`src/rtl/branch_result_sender_if.sv`:
```
// Predictor update bundle: execution-lane records in, brResult records out,
// plus the producer-side status (ready, occupancy, sticky overflow).
interface branch_result_sender_if #(
    parameter int INT_ISSUE_WIDTH = 2,
    parameter int QUEUE_DEPTH     = 8,
    parameter int ADDR_WIDTH      = 32,
    parameter int META_WIDTH      = 40
);
    localparam int OCC_W = $clog2(QUEUE_DEPTH + 1);

    logic [INT_ISSUE_WIDTH-1:0]                 exValid;
    logic [INT_ISSUE_WIDTH-1:0][ADDR_WIDTH-1:0] exAddr;
    logic [INT_ISSUE_WIDTH-1:0]                 exTaken;
    logic [INT_ISSUE_WIDTH-1:0]                 exIsCondBr;
    logic [INT_ISSUE_WIDTH-1:0]                 exMispred;
    logic [INT_ISSUE_WIDTH-1:0][META_WIDTH-1:0] exMeta;
    logic                                       exReady;
    logic                                       updateHold;

    logic [INT_ISSUE_WIDTH-1:0]                 brValid;
    logic [INT_ISSUE_WIDTH-1:0][ADDR_WIDTH-1:0] brAddr;
    logic [INT_ISSUE_WIDTH-1:0]                 brExecTaken;
    logic [INT_ISSUE_WIDTH-1:0]                 brIsCondBr;
    logic [INT_ISSUE_WIDTH-1:0]                 brMispred;
    logic [INT_ISSUE_WIDTH-1:0][META_WIDTH-1:0] brMeta;
    logic [OCC_W-1:0]                           occupancy;
    logic                                       overflow;

    // Sender side: consumes execution records, produces predictor updates.
    modport master (
        input  exValid, exAddr, exTaken, exIsCondBr, exMispred, exMeta, updateHold,
        output exReady, brValid, brAddr, brExecTaken, brIsCondBr, brMispred, brMeta,
        output occupancy, overflow
    );

    // Environment side: writeback stage plus predictor.
    modport slave (
        output exValid, exAddr, exTaken, exIsCondBr, exMispred, exMeta, updateHold,
        input  exReady, brValid, brAddr, brExecTaken, brIsCondBr, brMispred, brMeta,
        input  occupancy, overflow
    );
endinterface

```
`src/rtl/branch_result_sender.sv`:
```
// Branch-result FIFO feeding the predictor update port. Two records in and
// up to two out per cycle; a same-cycle pair hitting one PHT index is split
// so the predictor never sees two writes to the same entry.
module branch_result_sender #(
    parameter int INT_ISSUE_WIDTH     = 2,
    parameter int QUEUE_DEPTH         = 8,
    parameter int ADDR_WIDTH          = 32,
    parameter int INSN_ADDR_BIT_WIDTH = 2,
    parameter int PHT_INDEX_BITS      = 8,
    parameter int META_WIDTH          = 40
) (
    input logic                     clk,
    input logic                     rst,
    branch_result_sender_if.master  bus
);
    localparam int PW     = $clog2(QUEUE_DEPTH);
    localparam int CW     = $clog2(QUEUE_DEPTH + 1);
    localparam int IDX_LO = INSN_ADDR_BIT_WIDTH;
    localparam int IDX_HI = INSN_ADDR_BIT_WIDTH + PHT_INDEX_BITS - 1;
    localparam logic [CW-1:0] READY_MAX = CW'(QUEUE_DEPTH - 2);

    logic [ADDR_WIDTH-1:0]  addr_q [QUEUE_DEPTH];
    logic [META_WIDTH-1:0]  meta_q [QUEUE_DEPTH];
    logic [QUEUE_DEPTH-1:0] taken_q;
    logic [QUEUE_DEPTH-1:0] cond_q;
    logic [QUEUE_DEPTH-1:0] mispred_q;

    logic [PW-1:0] head_q, head_d, tail_q, tail_d;
    logic [PW-1:0] head_p1, wr_ptr1;
    logic [CW-1:0] count_q, count_d;
    logic          overflow_q, overflow_d;

    logic                      ready;
    logic                      out_v0, out_v1;
    logic [1:0]                enq_n, deq_n;
    logic [PHT_INDEX_BITS-1:0] idx0, idx1;

    // Queue control: readiness from registered count only, dequeue split on PHT index collision.
    always_comb begin
        ready      = (count_q <= READY_MAX);
        head_p1    = head_q + PW'(1);
        idx0       = addr_q[head_q][IDX_HI:IDX_LO];
        idx1       = addr_q[head_p1][IDX_HI:IDX_LO];
        out_v0     = !bus.updateHold && (count_q != '0);
        out_v1     = !bus.updateHold && (count_q >= CW'(2)) && (idx0 != idx1);
        deq_n      = {1'b0, out_v0} + {1'b0, out_v1};
        enq_n      = ready ? ({1'b0, bus.exValid[0]} + {1'b0, bus.exValid[1]}) : 2'd0;
        wr_ptr1    = tail_q + PW'(bus.exValid[0]);
        head_d     = head_q + PW'(deq_n);
        tail_d     = tail_q + PW'(enq_n);
        count_d    = count_q + CW'(enq_n) - CW'(deq_n);
        overflow_d = overflow_q | (!ready && (|bus.exValid));
    end

    // Pointer, count and sticky overflow registers.
    always_ff @(posedge clk or posedge rst) begin
        if (rst) begin
            head_q     <= '0;
            tail_q     <= '0;
            count_q    <= '0;
            overflow_q <= 1'b0;
        end else begin
            head_q     <= head_d;
            tail_q     <= tail_d;
            count_q    <= count_d;
            overflow_q <= overflow_d;
        end
    end

    // Entry storage; valid lanes are compacted so a lone lane 1 lands at the tail.
    always_ff @(posedge clk) begin
        if (ready && bus.exValid[0]) begin
            addr_q[tail_q]    <= bus.exAddr[0];
            meta_q[tail_q]    <= bus.exMeta[0];
            taken_q[tail_q]   <= bus.exTaken[0];
            cond_q[tail_q]    <= bus.exIsCondBr[0];
            mispred_q[tail_q] <= bus.exMispred[0];
        end
        if (ready && bus.exValid[1]) begin
            addr_q[wr_ptr1]    <= bus.exAddr[1];
            meta_q[wr_ptr1]    <= bus.exMeta[1];
            taken_q[wr_ptr1]   <= bus.exTaken[1];
            cond_q[wr_ptr1]    <= bus.exIsCondBr[1];
            mispred_q[wr_ptr1] <= bus.exMispred[1];
        end
    end

    // Update-port outputs; data lanes are zeroed whenever their valid is low.
    always_comb begin
        bus.exReady        = ready;
        bus.occupancy      = count_q;
        bus.overflow       = overflow_q;
        bus.brValid        = {out_v1, out_v0};
        bus.brAddr[0]      = out_v0 ? addr_q[head_q]     : '0;
        bus.brMeta[0]      = out_v0 ? meta_q[head_q]     : '0;
        bus.brExecTaken[0] = out_v0 & taken_q[head_q];
        bus.brIsCondBr[0]  = out_v0 & cond_q[head_q];
        bus.brMispred[0]   = out_v0 & mispred_q[head_q];
        bus.brAddr[1]      = out_v1 ? addr_q[head_p1]    : '0;
        bus.brMeta[1]      = out_v1 ? meta_q[head_p1]    : '0;
        bus.brExecTaken[1] = out_v1 & taken_q[head_p1];
        bus.brIsCondBr[1]  = out_v1 & cond_q[head_p1];
        bus.brMispred[1]   = out_v1 & mispred_q[head_p1];
    end
endmodule

```
`src/flat_wrapper.sv`:
```
// flat-port wrapper written by rule: the top's interface ports become plain ports
module branch_result_sender_flat 
#(
    parameter int INT_ISSUE_WIDTH     = 2,
    parameter int QUEUE_DEPTH         = 8,
    parameter int ADDR_WIDTH          = 32,
    parameter int INSN_ADDR_BIT_WIDTH = 2,
    parameter int PHT_INDEX_BITS      = 8,
    parameter int META_WIDTH          = 40
)
  (clk, rst, bus_exValid, bus_exAddr, bus_exTaken, bus_exIsCondBr, bus_exMispred, bus_exMeta, bus_updateHold, bus_exReady, bus_brValid, bus_brAddr, bus_brExecTaken, bus_brIsCondBr, bus_brMispred, bus_brMeta, bus_occupancy, bus_overflow);
  branch_result_sender_if #(.INT_ISSUE_WIDTH(INT_ISSUE_WIDTH), .QUEUE_DEPTH(QUEUE_DEPTH), .ADDR_WIDTH(ADDR_WIDTH), .META_WIDTH(META_WIDTH)) bus_i ();
  input logic clk;
  input logic rst;
  input wire logic [$bits(bus_i.exValid)-1:0] bus_exValid;
  input wire logic [$bits(bus_i.exAddr)-1:0] bus_exAddr;
  input wire logic [$bits(bus_i.exTaken)-1:0] bus_exTaken;
  input wire logic [$bits(bus_i.exIsCondBr)-1:0] bus_exIsCondBr;
  input wire logic [$bits(bus_i.exMispred)-1:0] bus_exMispred;
  input wire logic [$bits(bus_i.exMeta)-1:0] bus_exMeta;
  input wire logic [$bits(bus_i.updateHold)-1:0] bus_updateHold;
  output wire logic [$bits(bus_i.exReady)-1:0] bus_exReady;
  output wire logic [$bits(bus_i.brValid)-1:0] bus_brValid;
  output wire logic [$bits(bus_i.brAddr)-1:0] bus_brAddr;
  output wire logic [$bits(bus_i.brExecTaken)-1:0] bus_brExecTaken;
  output wire logic [$bits(bus_i.brIsCondBr)-1:0] bus_brIsCondBr;
  output wire logic [$bits(bus_i.brMispred)-1:0] bus_brMispred;
  output wire logic [$bits(bus_i.brMeta)-1:0] bus_brMeta;
  output wire logic [$bits(bus_i.occupancy)-1:0] bus_occupancy;
  output wire logic [$bits(bus_i.overflow)-1:0] bus_overflow;
  assign bus_i.exValid = bus_exValid;
  assign bus_i.exAddr = bus_exAddr;
  assign bus_i.exTaken = bus_exTaken;
  assign bus_i.exIsCondBr = bus_exIsCondBr;
  assign bus_i.exMispred = bus_exMispred;
  assign bus_i.exMeta = bus_exMeta;
  assign bus_i.updateHold = bus_updateHold;
  assign bus_exReady = bus_i.exReady;
  assign bus_brValid = bus_i.brValid;
  assign bus_brAddr = bus_i.brAddr;
  assign bus_brExecTaken = bus_i.brExecTaken;
  assign bus_brIsCondBr = bus_i.brIsCondBr;
  assign bus_brMispred = bus_i.brMispred;
  assign bus_brMeta = bus_i.brMeta;
  assign bus_occupancy = bus_i.occupancy;
  assign bus_overflow = bus_i.overflow;
  branch_result_sender #(.INT_ISSUE_WIDTH(INT_ISSUE_WIDTH), .QUEUE_DEPTH(QUEUE_DEPTH), .ADDR_WIDTH(ADDR_WIDTH), .INSN_ADDR_BIT_WIDTH(INSN_ADDR_BIT_WIDTH), .PHT_INDEX_BITS(PHT_INDEX_BITS), .META_WIDTH(META_WIDTH)) u_core (.clk(clk), .rst(rst), .bus(bus_i));
endmodule
```
`config.mk`:
```
export PLATFORM = sky130hd
export DESIGN_NAME = branch_result_sender_flat
export DESIGN_NICKNAME = d
export VERILOG_FILES = /design/src/rtl/branch_result_sender_if.sv /design/src/rtl/branch_result_sender.sv /design/src/flat_wrapper.sv
export SDC_FILE = /design/constraint.sdc
export NUM_CORES = 1
export LEC_CHECK = 0
export CORE_MARGIN = 10
export CORE_UTILIZATION = 30
export DETAILED_ROUTE_END_ITERATION = 7
export GPL_TIMING_DRIVEN = 0
export PLACE_DENSITY = 0.56
export SYNTH_ARGS = -nofsm -noshare
export SYNTH_HDL_FRONTEND = slang
export SYNTH_SLANG_ARGS = --single-unit
```
`constraint.sdc`:
```
create_clock -name clk -period 6.6 [get_ports clk]
set_input_delay 1.32 -clock clk [delete_from_list [all_inputs] [get_ports clk]]
set_output_delay 1.32 -clock clk [all_outputs]
set_load 0.03 [all_outputs]
```
==> results.cfg, run 1 <==
[route]
antenna_left = 0
dr_total_vias = 24300
dr.pass1.iters = 5
via_per_inst = 5.57
routed_wl_um = 138000
routedWlPerCell_um = 31.8
drcViolationCount = 0
drt_iter0_drc = 2221

[final_layout]
post_route_cells_drive_above_1_share_pct = 43.8
multi_input_area_sq_um = 17500
syn_to_final_growth_pct = 22.2
fillers = 11400
final_net_count = 2857
fin_area_sq_um = 44500
seq_area_sq_um = 18100
final_util_pct = 37.0

[power]
powerDensity_nw_per_um2 = 541
ir_worst_vdd_mv = 0.365
p_leak_uw = 0.0149

[critical_path]
worstReg2RegEnd = u_core.addr_q[6][3]$_DFFE_PP_
start_kind = register
slowest_stage = clkdlybuf4s50_1
arrival_ns = 5.13
crit_fanout = 10
r2r_cells = 10
path_cells = ha_1 -> buf_2 -> buf_4 -> mux4_2 -> xor2_1 -> nand2_1 -> o2111ai_1 -> o32ai_4 -> buf_16 -> buf_2 -> a21oi_1 -> clkdlybuf4s50_1
rr_startpoint = u_core.bus.occupancy[3]$_DFF_PP0_
slowest_delay_ns = 0.63
cpLargestDelayFamily = buffers and inverters
r2r_slack_ns = 0.89
crit_required_ns = 5.28
end_kind = output port
criticalPathCategory = reg -> out
critPathMostFrequentCell = buf_2
path_buf_inv = 5

[run_status]
status = complete, but fails checks
failed_checks = max-capacitance violations

[clock_tree]
post_cts_buffers = 0
root_buffer = clkbuf_16
clk_path_buf_depth = 3
cts_buffers = 71
cts_tree = built
clk_latency_ns = 0.62
ctsHoldBuffers = 0
clock_sinks = 611
path_clk_slew_ns = 0.06
htreeDepth = 3

[place]
placedInstanceArea_sq_um = 42100
portBuffers = 306
post-dp-hpwl_um = 95600
place_congestion = 0.823

[hold_path]
holdPathStages = 2
holdCritStartpoint = u_core.mispred_q[2]$_DFF_P_
hold_path_class = reg -> reg
min_to = u_core.mispred_q[2]$_DFF_P_

[global_route]
track_usage_pct = 19.7
grt_pass1_wl_um = 194000
antenna_found_initial = 31
grt_start_max_net_pins = 41
overflow = 0
grt_pass1_vias = 25700

[die]
core_sq_um = 120000
std_cell_rows = 127
die-area_sq_um = 136000
die_h_um = 368
start_util_pct = 30.3
pin_count = 313
die_w_um = 368

[sta]
fin_crit_sh_pct = 97.8
finalCriticalPeriod_ns = 6.45
hold_viol = 0
skew_ns = 0.0194
max_slew_margin_pct = 0.0878
fmax_ghz = 0.155
report.final.slew_viol_count = 0
whs_ns = 0.564
tightest_slew_ns = 1.49
rsz0062_at_grt = no
setup_tns_ns = 0
setup_violations = 0

[synth]
synthArstFlopShare_pct = 1.80
netlist.area_leader.share_pct = 47.5
yosysWarnings = 0
ys_seq_area_share_pct = 49.6
yosys-top-cells-area = edfxtp_1 (48%), mux2_2 (20%), mux4_2 (19%)
yosysTopAreaCell = edfxtp_1
syn_inst = 2280
synthTopCellsByCount = mux2_2 (649), edfxtp_1 (576), mux4_2 (304)
syn_nets = 2453
ys_seq_elements = 611
synth.most_common_cell = mux2_2
ys.flop_type = edfxtp_1
syn_area_sq_um = 36400
synthDistinctLibCells = 43
syn_avg_cell_area_sq_um = 16.0
synth_edf_count = 576

[run]
drv_cap = 1
-- area by class of cell --
class                           instances  share of cell area [%]
Inverter                               19                   0.160
Multi-Input combinational cell       1452                    39.3
Clock buffer                           94                    4.40
Tap cell                             1612                    4.53
Clock inverter                         31                   0.599
Timing Repair Buffer                  332                    8.24
Buffer                                197                    2.16
Sequential cell                       611                    40.6
Antenna cell                            8                  0.0450
-- layout by cell type (no fill, tap or decap), types with 6 or more instances in the layout --
master	n
o21ai_0	12
buf_1	11
xor2_1	20
inv_1	19
diode_2	8
dfrtp_1	11
clkbuf_1	101
a21oi_1	87
mux4_2	304
edfxtp_1	576
buf_2	67
clkinv_1	8
buf_4	10
clkdlybuf4s50_1	292
clkinv_2	15
clkbuf_2	12
mux2i_1	116
ha_1	14
dlymetal6s2s_1	6
buf_16	13
buf_6	6
xnor2_1	10
dfxtp_1	24
buf_12	9
nor2_1	92
clkbuf_16	74
dlygate4sd2_1	8
nand2_1	94
mux2_2	649
-- worst max-delay path by stage --
stage                                          endpoint  slack, ns  depth (start not counted)                         startpoint
after detailed placement                 bus_brMeta[34]      -0.12                          8         u_core.head_q[1]$_DFF_PP0_
after floorplan           u_core.addr_q[7][0]$_DFFE_PP_       0.47                          6  u_core.bus.occupancy[3]$_DFF_PP0_
after CTS                                bus_brAddr[41]  0.0000009                         12         u_core.head_q[1]$_DFF_PP0_
after global routing                     bus_brMeta[51]      0.003                         11         u_core.head_q[1]$_DFF_PP0_
final                                    bus_brMeta[60]       0.15                         12         u_core.head_q[1]$_DFF_PP0_
after global placement    u_core.addr_q[7][4]$_DFFE_PP_      -5.03                          3                     bus_exValid[0]
-- sequential cells by signal (all words and copies together), names as in the netlist --
| signal | flops |
|---|---|
| u_core.cond_q | 8 |
| u_core.mispred_q | 8 |
| u_core.meta_q | 320 |
| u_core.head_q | 3 |
| u_core.addr_q | 256 |
| u_core.bus.overflow | 1 |
| u_core.taken_q | 8 |
| u_core.bus.occupancy | 4 |
| u_core.tail_q | 3 |
-- routing by layer --
layer	vias to the layer above	GRT usage, %	wire (um)
li1	10000	-	-
met1	12900	25.1	55500
met2	1081	32.7	66800
met3	213	5.57	12400
met4	42	5.19	3300
met5	-	0	227
-- what timing repair did --
item / CTS / global route
gates resized for setup: 30 / 27
endpoints found under the setup margin: 113 / 45
endpoints found under the hold margin: 0 / 0
gates cloned: 0 / 0
-- through the flow --
stage	setup WS (ns)	cells	power (uW)
5_1_grt	0.00270	4352	25100
3_3_place_gp	-5.03	4198	19900
3_5_place_dp	-0.123	4224	20300
2_1_floorplan	0.470	2280	14700
4_1_cts	0.000000888	4348	24300
6_report	0.147	4356	24000
-- where the power goes --
group / internal [uW] / switching, uW / total [uW] / leakage, uW
Sequential: 5360 / 419 / 5780 / 0.00556
Combinational: 6160 / 8240 / 14400 / 0.00821
Clock: 2240 / 1620 / 3860 / 0.00110
-- tightest hold or removal path: stages, from the launching register on --
cell and delay (ns):
dfxtp_1 0.32, mux2i_1 0.12, o21ai_0 0.08
-- kinds of logic (layout without fill, tap and decap cells) --
logic type / after synthesis / after routing / share of synthesized area (%)
multiplexers: 1069 / 1069 / 42.1
flip-flops: 611 / 611 / 49.6
AND/OR/NAND/NOR: 217 / 217 / 2.46
buffers and inverters: 217 / 673 / 2.66
AO/OA/AOI/OAI: 118 / 118 / 1.75
XOR/XNOR: 30 / 30 / 0.722
adder cells (fa/ha/maj): 18 / 18 / 0.702
other: 0 / 8 / 0
Note: power is estimated with default switching activity, not from simulation.
==> run 2: changes to the inputs <==
--- a/config.mk
+++ b/config.mk
@@ -10,6 +10,7 @@
 export DETAILED_ROUTE_END_ITERATION = 7
 export GPL_TIMING_DRIVEN = 0
 export PLACE_DENSITY = 0.56
+export SETUP_SLACK_MARGIN = 0.05
 export SYNTH_ARGS = -nofsm -noshare
 export SYNTH_HDL_FRONTEND = slang
 export SYNTH_SLANG_ARGS = --single-unit
==> run 2 against run 1 <==
  * The run now ends clean
  * Cell area about the same
  * Critical path depth increased by 1
  * Worst hold slack about the same
  * Sequential share of layout area about the same
  * Core utilization about the same
  * Via count increased by 0.32%
  * Critical path type unchanged
  * Critical endpoint unchanged
==> results.cfg, run 2 (synthesis gave the netlist of run 1 again) <==
[die]
std_cell_rows = 127
die-area_sq_um = 136000
pin_count = 313
start_util_pct = 30.3
die_w_um = 368
die_h_um = 368
core_sq_um = 120000

[sta]
fin_crit_sh_pct = 97.1
report.final.slew_viol_count = 0
hold_viol = 0
skew_ns = 0.0201
fin_ws_ns = 0.193
max_slew_margin_pct = 1.81
finalCriticalPeriod_ns = 6.41
tightest_slew_ns = 1.47
setup_violations = 0
rsz0062_at_grt = no
fmax_ghz = 0.156

[clock_tree]
htreeDepth = 3
ctsHoldBuffers = 0
clock_sinks = 611
root_buffer = clkbuf_16
path_clk_slew_ns = 0.06
clk_path_buf_depth = 3
cts_tree = built
cts_buffers = 71
clk_latency_ns = 0.62

[power]
ir_worst_vdd_mv = 0.367
power_switching_uw = 10300
p_int_uw = 13800
p_leak_uw = 0.0149
sequentialPowerShare_pct = 24.0
power_frac_comb_pct = 60.0
powerDensity_nw_per_um2 = 541
power.share.clock_pct = 16.0
switching_share_pct = 42.8

[route]
dr_total_vias = 24300
routedWlPerCell_um = 31.8
via_per_inst = 5.58
dr.pass1.iters = 7
drcViolationCount = 0
drt_iter0_drc = 2358
antenna_left = 0
routed_wl_um = 138000

[final_layout]
largestRegisters = u_core.meta_q: 320 flops, u_core.addr_q: 256 flops
final_util_pct = 37.1
fillers = 11400
post_route_cells_drive_above_1_share_pct = 44.0
final_net_count = 2860
layout_commonest_cell = mux2_2
final_cell_mix = mux2_2 (649), edfxtp_1 (576), mux4_2 (304)
largest_reg_flops = 320
syn_to_final_growth_pct = 22.3
top_register = u_core.meta_q

[run]
drv_cap = 0

[critical_path]
criticalPathCategory = reg -> out
crit_fanout = 10
start_kind = register
end_kind = output port
crit_required_ns = 5.28
slowest_delay_ns = 0.74
path_cells = ha_1 -> buf_2 -> buf_4 -> mux4_2 -> xor2_1 -> nor4_2 -> mux2i_1 -> o32ai_4 -> buf_4 -> buf_16 -> buf_2 -> a21oi_1 -> clkdlybuf4s50_1
slowest_stage = clkdlybuf4s50_1
arrival_ns = 5.09

[global_route]
grt_pass1_wl_um = 194000
grt_start_max_net_pins = 41
antenna_found_initial = 31
grt_pass1_vias = 25800
overflow = 0
track_usage_pct = 19.7

[place]
preCtsSetupSlack_ns = -0.123
place_congestion = 0.823
post-dp-hpwl_um = 95600
portBuffers = 306

[hold_path]
hold_path_class = reg -> reg

[run_status]
status = completed
-- run 2: changes by cell type in the layout (fill, tap and decap cells not counted), moves of 2 or more --
cell | previous run | this run
dlymetal6s2s_1 | 6 | 4
dlygate4sd2_1 | 8 | 12
clkdlybuf4s15_1 | 0 | 2
clkbuf_1 | 101 | 99
clkdlybuf4s50_1 | 292 | 290
buf_1 | 11 | 9
buf_4 | 10 | 12
clkbuf_2 | 12 | 14
-- run 2: worst paths after layout --
check | depth (start not counted) | slack (ns) | endpoint | startpoint
min in group asynchronous | 2 | 1.18 | u_core.head_q[0]$_DFF_PP0_ | rst
worst min register to register | 2 | 0.56 | u_core.cond_q[5]$_DFF_P_ | u_core.cond_q[5]$_DFF_P_
worst max-delay path | 13 | 0.19 | bus_brMeta[60] | u_core.head_q[1]$_DFF_PP0_
worst max register to register | 10 | 0.88 | u_core.addr_q[6][3]$_DFFE_PP_ | u_core.bus.occupancy[3]$_DFF_PP0_
max in group asynchronous | 2 | 5.02 | u_core.bus.occupancy[2]$_DFF_PP0_ | rst
worst min-delay path | 2 | 0.56 | u_core.cond_q[5]$_DFF_P_ | u_core.cond_q[5]$_DFF_P_
-- run 2: per-layer routing --
layer  part of all wire (%)  track usage, %
met5                   0.16               0
met4                    2.2            5.06
met3                    8.9            5.55
met2                     48            32.8
met1                     40            25.1
-- run 2: what timing repair did --
action | in CTS | in global routing
pin swaps | 0 | 1
gates resized for setup | 37 | 33
hold endpoints to repair | 0 | 0
buffers inserted | 0 | 2
endpoints found under the setup margin | 115 | 55
-- run 2: layout make-up --
cell class / instances / area (sq um) / area share, %
Antenna cell: 7 / 17.5 / 0.0394
Buffer: 198 / 991 / 2.23
Clock buffer: 94 / 1960 / 4.40
Clock inverter: 31 / 267 / 0.599
Inverter: 19 / 71.3 / 0.160
Multi-Input combinational cell: 1452 / 17500 / 39.2
Sequential cell: 611 / 18100 / 40.6
Tap cell: 1612 / 2020 / 4.53
Timing Repair Buffer: 334 / 3670 / 8.25
-- run 2: per-stage QoR --
stage / std cells / power, uW / area, sq um / hold WS, ns / setup TNS (ns)
floorplan: 2280 / 14700 / 36400 / 0.508 / 0
global placement: 4198 / 19900 / 41500 / 0.529 / -1376.55
detailed placement: 4224 / 20300 / 42100 / 0.556 / -0.175
CTS: 4349 / 24300 / 44400 / 0.559 / 0
global route: 4355 / 25100 / 44500 / 0.580 / 0
finish: 4358 / 24100 / 44500 / 0.564 / 0
-- run 2: critical path, delay by kind of cell (launching register included) --
kind / cells / cell delay [ns]
buf+inv: 6 / 1.88
fa+ha+maj: 1 / 0.39
compound gates: 2 / 0.43
simple gates: 1 / 0.05
flops: 1 / 0.59
xor+xnor: 1 / 0.21
mux: 2 / 0.90
-- run 2: power groups by stage --
stage | logic (uW) | registers, uW | clock network (uW)
2_1_floorplan | 8960 | 5760 | 0
3_3_place_gp | 14000 | 5950 | 0
3_5_place_dp | 14500 | 5840 | 0
4_1_cts | 14600 | 5760 | 3910
5_1_grt | 15200 | 5850 | 4060
6_report | 14400 | 5780 | 3860
